==> config.mk <==
export PLATFORM = sky130hd
export DESIGN_NAME = ttc_ovs_frame_decoder
export DESIGN_NICKNAME = d
export VERILOG_FILES = /design/src/rtl/ttc_ovs_frame_decoder.sv
export SDC_FILE = /design/constraint.sdc
export NUM_CORES = 1
export LEC_CHECK = 0
export BUFFER_PORTS_ARGS = -buffer_cell sky130_fd_sc_hd__buf_2
export CORE_MARGIN = 2
export CORE_UTILIZATION = 58
export CTS_CLUSTER_DIAMETER = 30
export DETAILED_ROUTE_END_ITERATION = 8
export PLACE_DENSITY_LB_ADDON = 0.2
export SKIP_LAST_GASP = 1
export SLEW_MARGIN = 20
export SYNTH_ARGS = -nofsm -noshare
export SYNTH_HDL_FRONTEND = slang
export SYNTH_SLANG_ARGS = --single-unit
==> constraint.sdc <==
create_clock -name clk -period 2.3 [get_ports clk]
set_clock_uncertainty 0.1 [all_clocks]
set_input_delay 0.115 -clock clk [delete_from_list [all_inputs] [get_ports clk]]
set_output_delay 0.115 -clock clk [all_outputs]
set_load 0.01 [all_outputs]
==> src/rtl/ttc_ovs_frame_decoder.sv <==
// rtl/ttc_ovs_frame_decoder.sv - oversampled TTC phase picker, bit recovery and frame aligner
// Samples each bit opposite the observed edge, then locks WIDTH-bit frames on a SYNC header.
module ttc_ovs_frame_decoder #(
  parameter int                    OVS          = 4,
  parameter int                    WIDTH        = 16,
  parameter int                    SYNC_WIDTH   = 4,
  parameter logic [SYNC_WIDTH-1:0] SYNC_PATTERN = 4'hA,
  parameter int                    LOCK_CNT     = 4,
  parameter int                    UNLOCK_CNT   = 2,
  parameter int                    PHASE_HYST   = 8
) (
  input  logic                     clk,
  input  logic                     rst_n,
  input  logic [OVS-1:0]           samples,
  output logic [WIDTH-1:0]         data,
  output logic                     valid,
  output logic                     locked,
  output logic [$clog2(OVS)-1:0]   phase,
  output logic                     err
);

  localparam int              PW       = $clog2(OVS);
  localparam int              BW       = $clog2(WIDTH);
  localparam logic [PW-1:0]   HALF     = PW'(OVS / 2);
  localparam logic [BW-1:0]   BLAST    = BW'(WIDTH - 1);
  localparam logic [8:0]      HYST_LIM = 9'(PHASE_HYST);
  localparam logic [3:0]      LOCK_N   = 4'(LOCK_CNT);
  localparam logic [3:0]      UNLOCK_N = 4'(UNLOCK_CNT);

  typedef enum logic [1:0] {ST_HUNT, ST_VERIFY, ST_LOCKED} state_t;

  state_t           state_q;
  logic             prev_q;
  logic             bit_q;
  logic [WIDTH-1:0] sr_q;
  logic [BW-1:0]    bcnt_q;
  logic [PW-1:0]    phase_q, phase_d;
  logic [7:0]       hyst_q, hyst_d;
  logic             moved_q, moved_d;
  logic [3:0]       mcnt_q;
  logic [3:0]       miss_q;
  logic [WIDTH-1:0] data_q;
  logic             valid_q;
  logic             locked_q;
  logic             err_q;

  logic [OVS:0]     seq;
  logic [OVS-1:0]   edges;
  logic [PW-1:0]    edge_pos;
  logic [PW-1:0]    cand;
  logic             single;
  logic             wrap;
  logic             hdr_ok;

  // A lone transition marks the bit boundary; its half-period opposite is the safest sample.
  always_comb begin
    seq      = {prev_q, samples};
    edges    = seq[OVS:1] ^ seq[OVS-1:0];
    edge_pos = '0;
    for (int p = 0; p < OVS; p++) begin
      if (edges[p]) edge_pos = PW'(p);
    end
    single   = (edges != '0) && ((edges & (edges - OVS'(1))) == '0);
    cand     = edge_pos + HALF;
    phase_d  = phase_q;
    hyst_d   = hyst_q;
    moved_d  = 1'b0;
    if (single) begin
      if (cand == phase_q) begin
        hyst_d = '0;
      end else if ({1'b0, hyst_q} + 9'd1 >= HYST_LIM) begin
        phase_d = cand;
        hyst_d  = '0;
        moved_d = 1'b1;
      end else begin
        hyst_d = hyst_q + 8'd1;
      end
    end
  end

  assign wrap   = (bcnt_q == BLAST);
  assign hdr_ok = (sr_q[WIDTH-1 -: SYNC_WIDTH] == SYNC_PATTERN);

  always_ff @(posedge clk) begin
    if (!rst_n) begin
      state_q  <= ST_HUNT;
      prev_q   <= 1'b0;
      bit_q    <= 1'b0;
      sr_q     <= '0;
      bcnt_q   <= '0;
      phase_q  <= HALF;
      hyst_q   <= '0;
      moved_q  <= 1'b0;
      mcnt_q   <= '0;
      miss_q   <= '0;
      data_q   <= '0;
      valid_q  <= 1'b0;
      locked_q <= 1'b0;
      err_q    <= 1'b0;
    end else begin
      prev_q  <= samples[0];
      bit_q   <= samples[phase_q];
      phase_q <= phase_d;
      hyst_q  <= hyst_d;
      moved_q <= moved_d;
      sr_q    <= {sr_q[WIDTH-2:0], bit_q};
      bcnt_q  <= wrap ? '0 : bcnt_q + BW'(1);
      valid_q <= 1'b0;
      err_q   <= 1'b0;
      case (state_q)
        ST_HUNT: begin
          if (hdr_ok) begin
            state_q <= ST_VERIFY;
            bcnt_q  <= '0;
            mcnt_q  <= '0;
          end
        end
        ST_VERIFY: begin
          // A phase move restarts verification but keeps the frame offset.
          if (moved_q) begin
            mcnt_q <= '0;
          end else if (wrap) begin
            if (!hdr_ok) begin
              state_q <= ST_HUNT;
            end else if (mcnt_q + 4'd1 == LOCK_N) begin
              state_q  <= ST_LOCKED;
              locked_q <= 1'b1;
              data_q   <= sr_q;
              valid_q  <= 1'b1;
              miss_q   <= '0;
            end else begin
              mcnt_q <= mcnt_q + 4'd1;
            end
          end
        end
        ST_LOCKED: begin
          if (moved_q) begin
            state_q  <= ST_VERIFY;
            mcnt_q   <= '0;
            locked_q <= 1'b0;
          end else if (wrap) begin
            if (hdr_ok) begin
              data_q  <= sr_q;
              valid_q <= 1'b1;
              miss_q  <= '0;
            end else begin
              err_q <= 1'b1;
              if (miss_q + 4'd1 == UNLOCK_N) begin
                state_q  <= ST_HUNT;
                locked_q <= 1'b0;
              end else begin
                miss_q <= miss_q + 4'd1;
              end
            end
          end
        end
        default: state_q <= ST_HUNT;
      endcase
    end
  end

  assign data   = data_q;
  assign valid  = valid_q;
  assign locked = locked_q;
  assign phase  = phase_q;
  assign err    = err_q;

endmodule

==> metrics.txt, run 1 <==
Final Hold Viols=0; Worst VDD drop=0.557 mV; R2R depth=7; power per cell area=693 nW/um^2; placed insts=346; first-pass GRT wire length=8.41 mm; Mapped Avg Cell Area=9.75 sq um; Ports=27; Post-DP HPWL=3.29 mm; r2r setup slk=0.21 ns; CTS tree=done; part of the cycle the worst path needs=0.907; wire per inst=13.6 um; Worst Path Max Fanout=7; FP Rows=24; worst r2r src=miss_q[0]; Pins Over Slew Limit=0; die area=5200 sq um; Post-Syn Nets=~290; initial antenna violation count=0; Mapped Area=approximately 2700 sq um; register area share after synthesis=0.461; RSZ-0062 raised after global routing=no; Finish-stage setup viols=0; Vias/cell=5.55; CP Class=register to register; Area growth syn-to-layout=13.4%; Worst slew margin=0.368; Cell variety after synth=59; minimum clock period=2.09 ns; Synth top area share=0.461; core footprint=4410 sq um; total track usage=0.208; Worst Path Required=between 2 and 2.5 ns; fin cells=363; hold endpoint=phase[0]; leak pwr=1.38 nW; Least-Margin Pin Slew=0.948 ns; H-Tree Depth=3; area leader, netlist=dfxtp_1; DR iter-0 viols=~80; Die Span Y=slightly above 70 um; Starting Density=0.609; top_reg_cell synth=dfxtp_1; global route overflow=0; hold-critical path depth=4; Skew-Pair Late Insertion Delay=between 0.3 and 0.4 ns; post-synthesis register bit count=slightly above 60; slowest stage cell, crit path=dfxtp_2; CP Launch Type=register; Buffers on Ports=26; share of layout cells above drive strength 1=0.203; ANT nets after route=0; synth cell count leaders=dfxtp_1 (62), nor2_1 (25), and2_1 (21); DR vias=roughly 2000; type of the worst min-delay path=primary input to register; final WL=about 4.9 mm; TritonCTS Buffers=9; top cells by area, synth=dfxtp_1 (46%), ha_1 (5.1%), and2_1 (4.9%); worst-path cell chain=ha_2 -> and2_1 -> a21oi_1 -> o22ai_1 -> nand2_1 -> o41ai_2 -> mux2_2; Antenna Cells=0; clock buffer depth=2; EDFF count, synth=0; asr flop ratio synth=0; f_max=0.480 GHz; DRT Pass-1 Iters=4; die extent in x=72.1 um; Worst R2R End=state_q[0]; Cells after Synth=276; endpoint type of the worst setup path=register; result of the run=finished clean; Arr. time, crit path=2.21 ns; Worst-path clk slew=0.07 ns; DRC viols=0; CTS Sinks=62; vias in the first global route=1902; hold path start=samples[3]; pin count of the biggest net entering global routing=39; net total in the final layout=between 300 and 400; RePlAce Congestion=0.772; clk root buf=clkbuf_8; Ys Warns=0; slowest stage delay, CP=0.39 ns; setup_tns=0 ns; count leader, synth=dfxtp_1; number of max-cap violations=0
-- sequential cells by signal, summed over array words and instances, names as in the netlist --
register,count
miss_q,4
mcnt_q,4
data,16
state_q,2
bcnt_q,4
bit_q,1
hyst_q,8
prev_q,1
err,1
valid,1
locked,1
sr_q,16
phase,2
moved_q,1
-- how the worst max path moves through the flow --
stage                          start    endpoint  slack [ns]
after floorplan            miss_q[0]  state_q[0]        0.36
after global placement     miss_q[0]  state_q[0]        0.17
after detailed placement   mcnt_q[0]     data[8]         0.1
after CTS                 state_q[1]     data[2]        0.07
after global routing       miss_q[1]  state_q[0]        0.07
final                      miss_q[0]  state_q[0]        0.21
-- placed cells by master, fill, tap and decap left out, drive strengths merged, types with 7 or more instances in the layout --
| cell | instances |
|---|---|
| dfxtp | 62 |
| buf | 30 |
| nor2 | 25 |
| and2 | 21 |
| nand2 | 18 |
| a21oi | 15 |
| mux2i | 13 |
| ha | 11 |
| and3 | 9 |
| clkbuf | 9 |
| inv | 9 |
| o21ai | 9 |
| nor3 | 7 |
-- metal layers --
layer	wire (um)	track usage	vias up
li1	-	-	1029
met2	2460	0.350	37
met3	190	0.0792	6
met4	63	0.0629	0
met1	2220	0.246	944
met5	0	0	-
-- cell families after synthesis --
kind of cell    share of synthesized area
buf+inv                            0.0367
compound gates                      0.113
fa+ha+maj                          0.0512
xor+xnor                           0.0195
mux                                0.0623
flops                               0.461
simple gates                        0.256
-- critical path: cells and delay by family (launching register included) --
kind | cells | cell delay, ns
AO/OA/AOI/OAI | 3 | 0.56
flip-flops | 1 | 0.39
multiplexers | 1 | 0.37
AND/OR/NAND/NOR | 2 | 0.32
adder cells (fa/ha/maj) | 1 | 0.23
-- metrics by stage --
stage | instance area (sq um) | utilization | total power [mW] | hold WS (ns) | worst slack [ns]
final | 3050 | 0.691 | 2.11 | 0.157 | 0.215
after global routing | 3050 | 0.691 | 2.21 | 0.195 | 0.0697
after CTS | 3040 | 0.688 | 2.13 | 0.140 | 0.0656
after detailed placement | 2850 | 0.645 | 1.28 | 0.259 | 0.0950
after global placement | 2850 | 0.645 | 1.27 | 0.258 | 0.165
after floorplan | 2690 | - | 1.25 | 0.137 | 0.357
-- timing repair --
item	CTS	global route
hold buffers	1	0
gates resized for setup	0	4
setup endpoints to repair	0	13
endpoints found under the hold margin	1	0
buffers inserted	0	0
-- final cells by class --
cell class,count,area (sq um)
inverter,8,30.0
timing repair buffer,31,170
tap,52,65.1
clock buffer,9,124
sequential,62,1240
clock inverter,7,58.8
fill,351,1360
multi-input combinational,194,1360
-- power by group --
group	switching, mW	internal [mW]	total [mW]	leakage, nW
clock	0.457	0.403	0.859	0.0864
sequential	0.0152	1.09	1.10	0.502
combinational	0.0862	0.0649	0.151	0.792
total	0.558	1.56	2.11	1.38
(Power assumes the default switching activity.)
==> run 2: changes to the inputs <==
Settings changed: CORE_UTILIZATION 58 to 52, GPL_TIMING_DRIVEN from default to 0.
Clock period 2.3 ns to 1.8 ns, I/O delays scaled along.
==> metrics.txt, run 2 (same netlist as run 1, synthesis figures left out) <==
TritonCTS Buffers=9; H-Tree Depth=3; setup_tns=-0.0238 ns; die area=~5800 sq um; vias in the first global route=2074; failing checks=setup timing; placed insts=371; clock buffer depth=2; DRT Pass-1 Iters=5; power per cell area=813 nW/um^2; initial antenna violation count=0; slowest stage delay, CP=0.36 ns; share of layout cells above drive strength 1=0.367; DR vias=2151; endpoint type of the worst setup path=register; WHS=0.0451 ns; RePlAce Congestion=0.778; most frequent cells in the layout=dfxtp_1 (51), buf_2 (25), nor2_1 (22); Arr. time, crit path=1.94 ns; f_max=~0.55 GHz; # fillers=365; Worst Path Required=1.93 ns; FP Rows=26; Post-DP HPWL=3.42 mm; Worst slew margin=0.634; worst-path cell chain=ha_4 -> and2_4 -> a21oi_4 -> o22ai_2 -> nand2_2 -> o41ai_4 -> mux2_4; final WL=5.59 mm; CP Launch Type=register; wire per inst=roughly 14 um; clk root buf=clkbuf_8; post-route core utilization=0.710; DRC viols=0; CP Class=register to register; post-route cell area=about 3600 sq um; die extent in x=75.9 um; slowest stage cell, crit path=dfxtp_4; minimum clock period=about 1.8 ns; Starting Density=0.533; Crit path buffers/inverters=0; CTS tree=done; total track usage=0.201; CTS Sinks=62; part of the cycle the worst path needs=1.01; number of max-cap violations=0; Worst VDD drop=1.00 mV; Worst Path Max Fanout=3; DR iter-0 viols=72; net total in the final layout=around 350; Buffers on Ports=25; result of the run=finished with violations; leading cell type in the layout, fill and taps excluded=dfxtp_1; Antenna Cells=0; Die Span Y=roughly 76 um; Pins Over Slew Limit=0; global route overflow=0; Least-Margin Pin Slew=approximately 0.55 ns; type of the worst min-delay path=primary input to register; Placement Cell Area=about 2900 sq um; RSZ-0062 raised after global routing=yes; Final Hold Viols=0; Area growth syn-to-layout=33.0%; r2r setup slk=-0.01 ns; total chip power=2.91 mW; Vias/cell=5.23; Top delay family on crit path=compound AO/OA/AOI/OAI gates; Worst-path clk slew=around 0.070 ns; leak pwr=1.58 nW; Skew-Pair Late Insertion Delay=0.34 ns; pre-CTS setup slack=-0.311 ns; fin cells=411; pin count of the biggest net entering global routing=14; ANT nets after route=0; final worst setup slack=-0.0122 ns; core footprint=just over 5000 sq um; Ports=27; Finish-stage setup viols=2; first-pass GRT wire length=between 9 and 10 mm
## run 2: cell count changes in the layout (fill, tap and decap cells not counted), moves of 6 or more
| cell | previous run | this run |
|---|---|---|
| buf_4 | 4 | 21 |
| dfxtp_1 | 60 | 51 |
| dfxtp_4 | 0 | 6 |
| ha_4 | 0 | 6 |
## run 2: layout make-up
class | count | area, sq um | share of cell area
flip-flops and latches | 62 | 1270 | 0.355
multi-input cells | 194 | 1580 | 0.440
clock inverters | 7 | 80.1 | 0.0224
inverters | 8 | 30.0 | 0.00839
clock buffers | 9 | 124 | 0.0346
plain buffers | 10 | 61.3 | 0.0171
well taps | 70 | 87.6 | 0.0245
repair buffers | 51 | 350 | 0.0979
## run 2: tightest hold or removal path, cell delays in order
cell	delay [ns]
buf_2	0.11
clkinv_1	0.16
nor4_1	0.08
## run 2: timing repair
action	CTS	global route
gates resized for setup	33	27
hold endpoints to repair	1	0
setup buffers	23	3
pin swaps	19	10
setup endpoints to repair	30	28
hold buffers	1	0
## run 2: worst paths after layout
path              from    endpoint  depth (start not counted)
max reg2reg  miss_q[0]  state_q[0]                          7
max          miss_q[0]  state_q[0]                          7
min reg2reg      bit_q     sr_q[0]                          1
min              rst_n     moved_q                          3
## run 2: metal layers
metal | GRT usage | routed length (um) | up-vias
met5 | 0 | 0 | -
met4 | 0.0873 | 46 | 0
met3 | 0.0655 | 238 | 7
met2 | 0.350 | 2860 | 44
met1 | 0.223 | 2440 | 1006
li1 | - | - | 1094
## run 2: report_power, final
| group | internal (mW) | switching (mW) |
|---|---|---|
| registers | 1.39 | 0.0213 |
| logic | 0.124 | 0.140 |
| clock network | 0.655 | 0.582 |
| total | 2.17 | 0.744 |
==> run 3: changes to the inputs <==
==> constraint.sdc (replaced) <==
create_clock -name clk -period 1.8 [get_ports clk]
set_clock_uncertainty 0.1 [all_clocks]
set_input_delay 0.27 -clock clk [delete_from_list [all_inputs] [get_ports clk]]
set_output_delay 0.27 -clock clk [all_outputs]
set_load 0.01 [all_outputs]
==> metrics.txt, run 3 (same netlist as run 1, synthesis figures left out) <==
total track usage=0.199; wire per inst=between 10 and 15 um; Arr. time, crit path=slightly below 2 ns; type of the worst min-delay path=primary input to register; Pins Over Slew Limit=0; net total in the final layout=352; H-Tree Depth=3; ANT nets after route=0; DR iter-0 viols=76; first-pass GRT wire length=9.24 mm; Buffers on Ports=25; Final Hold Viols=0; Ports=27; metal2 WL=2.85 mm; RePlAce Congestion=between 0.7 and 0.8; Worst slew margin=0.633; result of the run=finished with violations; Area growth syn-to-layout=32.7%; clock buffer depth=2; core footprint=5040 sq um; f_max=0.552 GHz; worst-path cell chain=ha_4 -> and2_4 -> a21oi_4 -> o22ai_2 -> nand2_2 -> o41ai_4 -> mux2_4; DRT Pass-1 Iters=4; final WL=approximately 5.6 mm; RSZ-0062 raised after global routing=yes; power per cell area=813 nW/um^2; WL met1=2.44 mm; Top delay family on crit path=compound AO/OA/AOI/OAI gates; Worst VDD drop=0.996 mV; global route overflow=0; FP Rows=26; CP Class=register to register; DR WL met3=247 um; clk root buf=clkbuf_8; final worst setup slack=-0.0115 ns; die area=5760 sq um; leading cell type in the layout, fill and taps excluded=dfxtp_1; total chip power=~2.9 mW; Die Span Y=approximately 76 um; Skew-Pair Late Insertion Delay=~0.33 ns; die extent in x=75.9 um; share of layout cells above drive strength 1=0.368; Worst-path clk slew=0.07 ns; number of max-cap violations=0; slowest stage cell, crit path=dfxtp_4; CTS tree=done; endpoint type of the worst setup path=register; Least-Margin Pin Slew=about 0.55 ns; Starting Density=0.533; pre-CTS setup slack=-0.311 ns; Finish-stage setup viols=2; top routing layer used=met4; vias in the first global route=2052; # fillers=364; minimum clock period=1.81 ns; initial antenna violation count=0; Worst Path Required=1.92 ns; TritonCTS Buffers=9; slowest stage delay, CP=around 0.36 ns; failing checks=setup timing; Vias/cell=5.20; CP Launch Type=register; # hold bufs at CTS=0; CTS Sinks=62; part of the cycle the worst path needs=1.01; most frequent cells in the layout=dfxtp_1 (51), buf_2 (25), nor2_1 (22); placed insts=371; fin cells=410; leak pwr=between 1.5 and 2 nW; pin count of the biggest net entering global routing=14; Antenna Cells=0; DRC viols=0; Worst Path Max Fanout=3; Crit path buffers/inverters=0; DR vias=between 2000 and 2500; Post-DP HPWL=3.42 mm
run 3: cell types whose count changed in the layout (fill, tap and decap cells not counted):
cell	before	now
dlygate4sd3_1	1	0
run 3: per-layer routing:
metal  global-route usage  vias up
met1                0.223     1004
li1                     -     1089
met5                    0        -
met4               0.0873        0
met3               0.0655        2
met2                0.346       37
run 3: area by class of cell:
| type | count | area, sq um | area share |
|---|---|---|---|
| Buffer | 10 | 61.3 | 0.0172 |
| Tap cell | 70 | 87.6 | 0.0245 |
| Clock inverter | 7 | 80.1 | 0.0224 |
| Sequential cell | 62 | 1270 | 0.356 |
| Inverter | 8 | 30.0 | 0.00842 |
| Timing Repair Buffer | 50 | 340 | 0.0954 |
| Multi-Input combinational cell | 194 | 1580 | 0.441 |
| Clock buffer | 9 | 124 | 0.0347 |
run 3: repair_timing:
item	4_1_cts	5_1_grt
resized for setup	33	27
endpoints found under the setup margin	30	28
pin swaps	19	10
endpoints found under the hold margin	0	0
setup buffers	23	3
run 3: power breakdown:
group,switching (mW),internal [mW]
combinational,0.140,0.123
sequential,0.0215,1.39
clock,0.575,0.655
run 3: stage by stage:
step | hold WS, ns | util | setup TNS, ns | area (sq um)
6_report | 0.0751 | 0.708 | -0.0215 | 3570
5_1_grt | 0.0739 | 0.708 | -0.581 | 3570
4_1_cts | 0.0554 | 0.679 | -0.0491 | 3420
3_5_place_dp | 0.319 | 0.581 | -4.50 | 2930
3_3_place_gp | 0.320 | 0.581 | -3.20 | 2930
2_1_floorplan | 0.292 | - | -0.145 | 2720
run 3: worst paths after layout:
kind | from | to | slack [ns] | depth (start not counted)
max | miss_q[0] | state_q[0] | -0.01 | 7
max reg2reg | miss_q[0] | state_q[0] | -0.01 | 7
min reg2reg | bit_q | sr_q[0] | 0.33 | 1
min | samples[0] | prev_q | 0.08 | 2
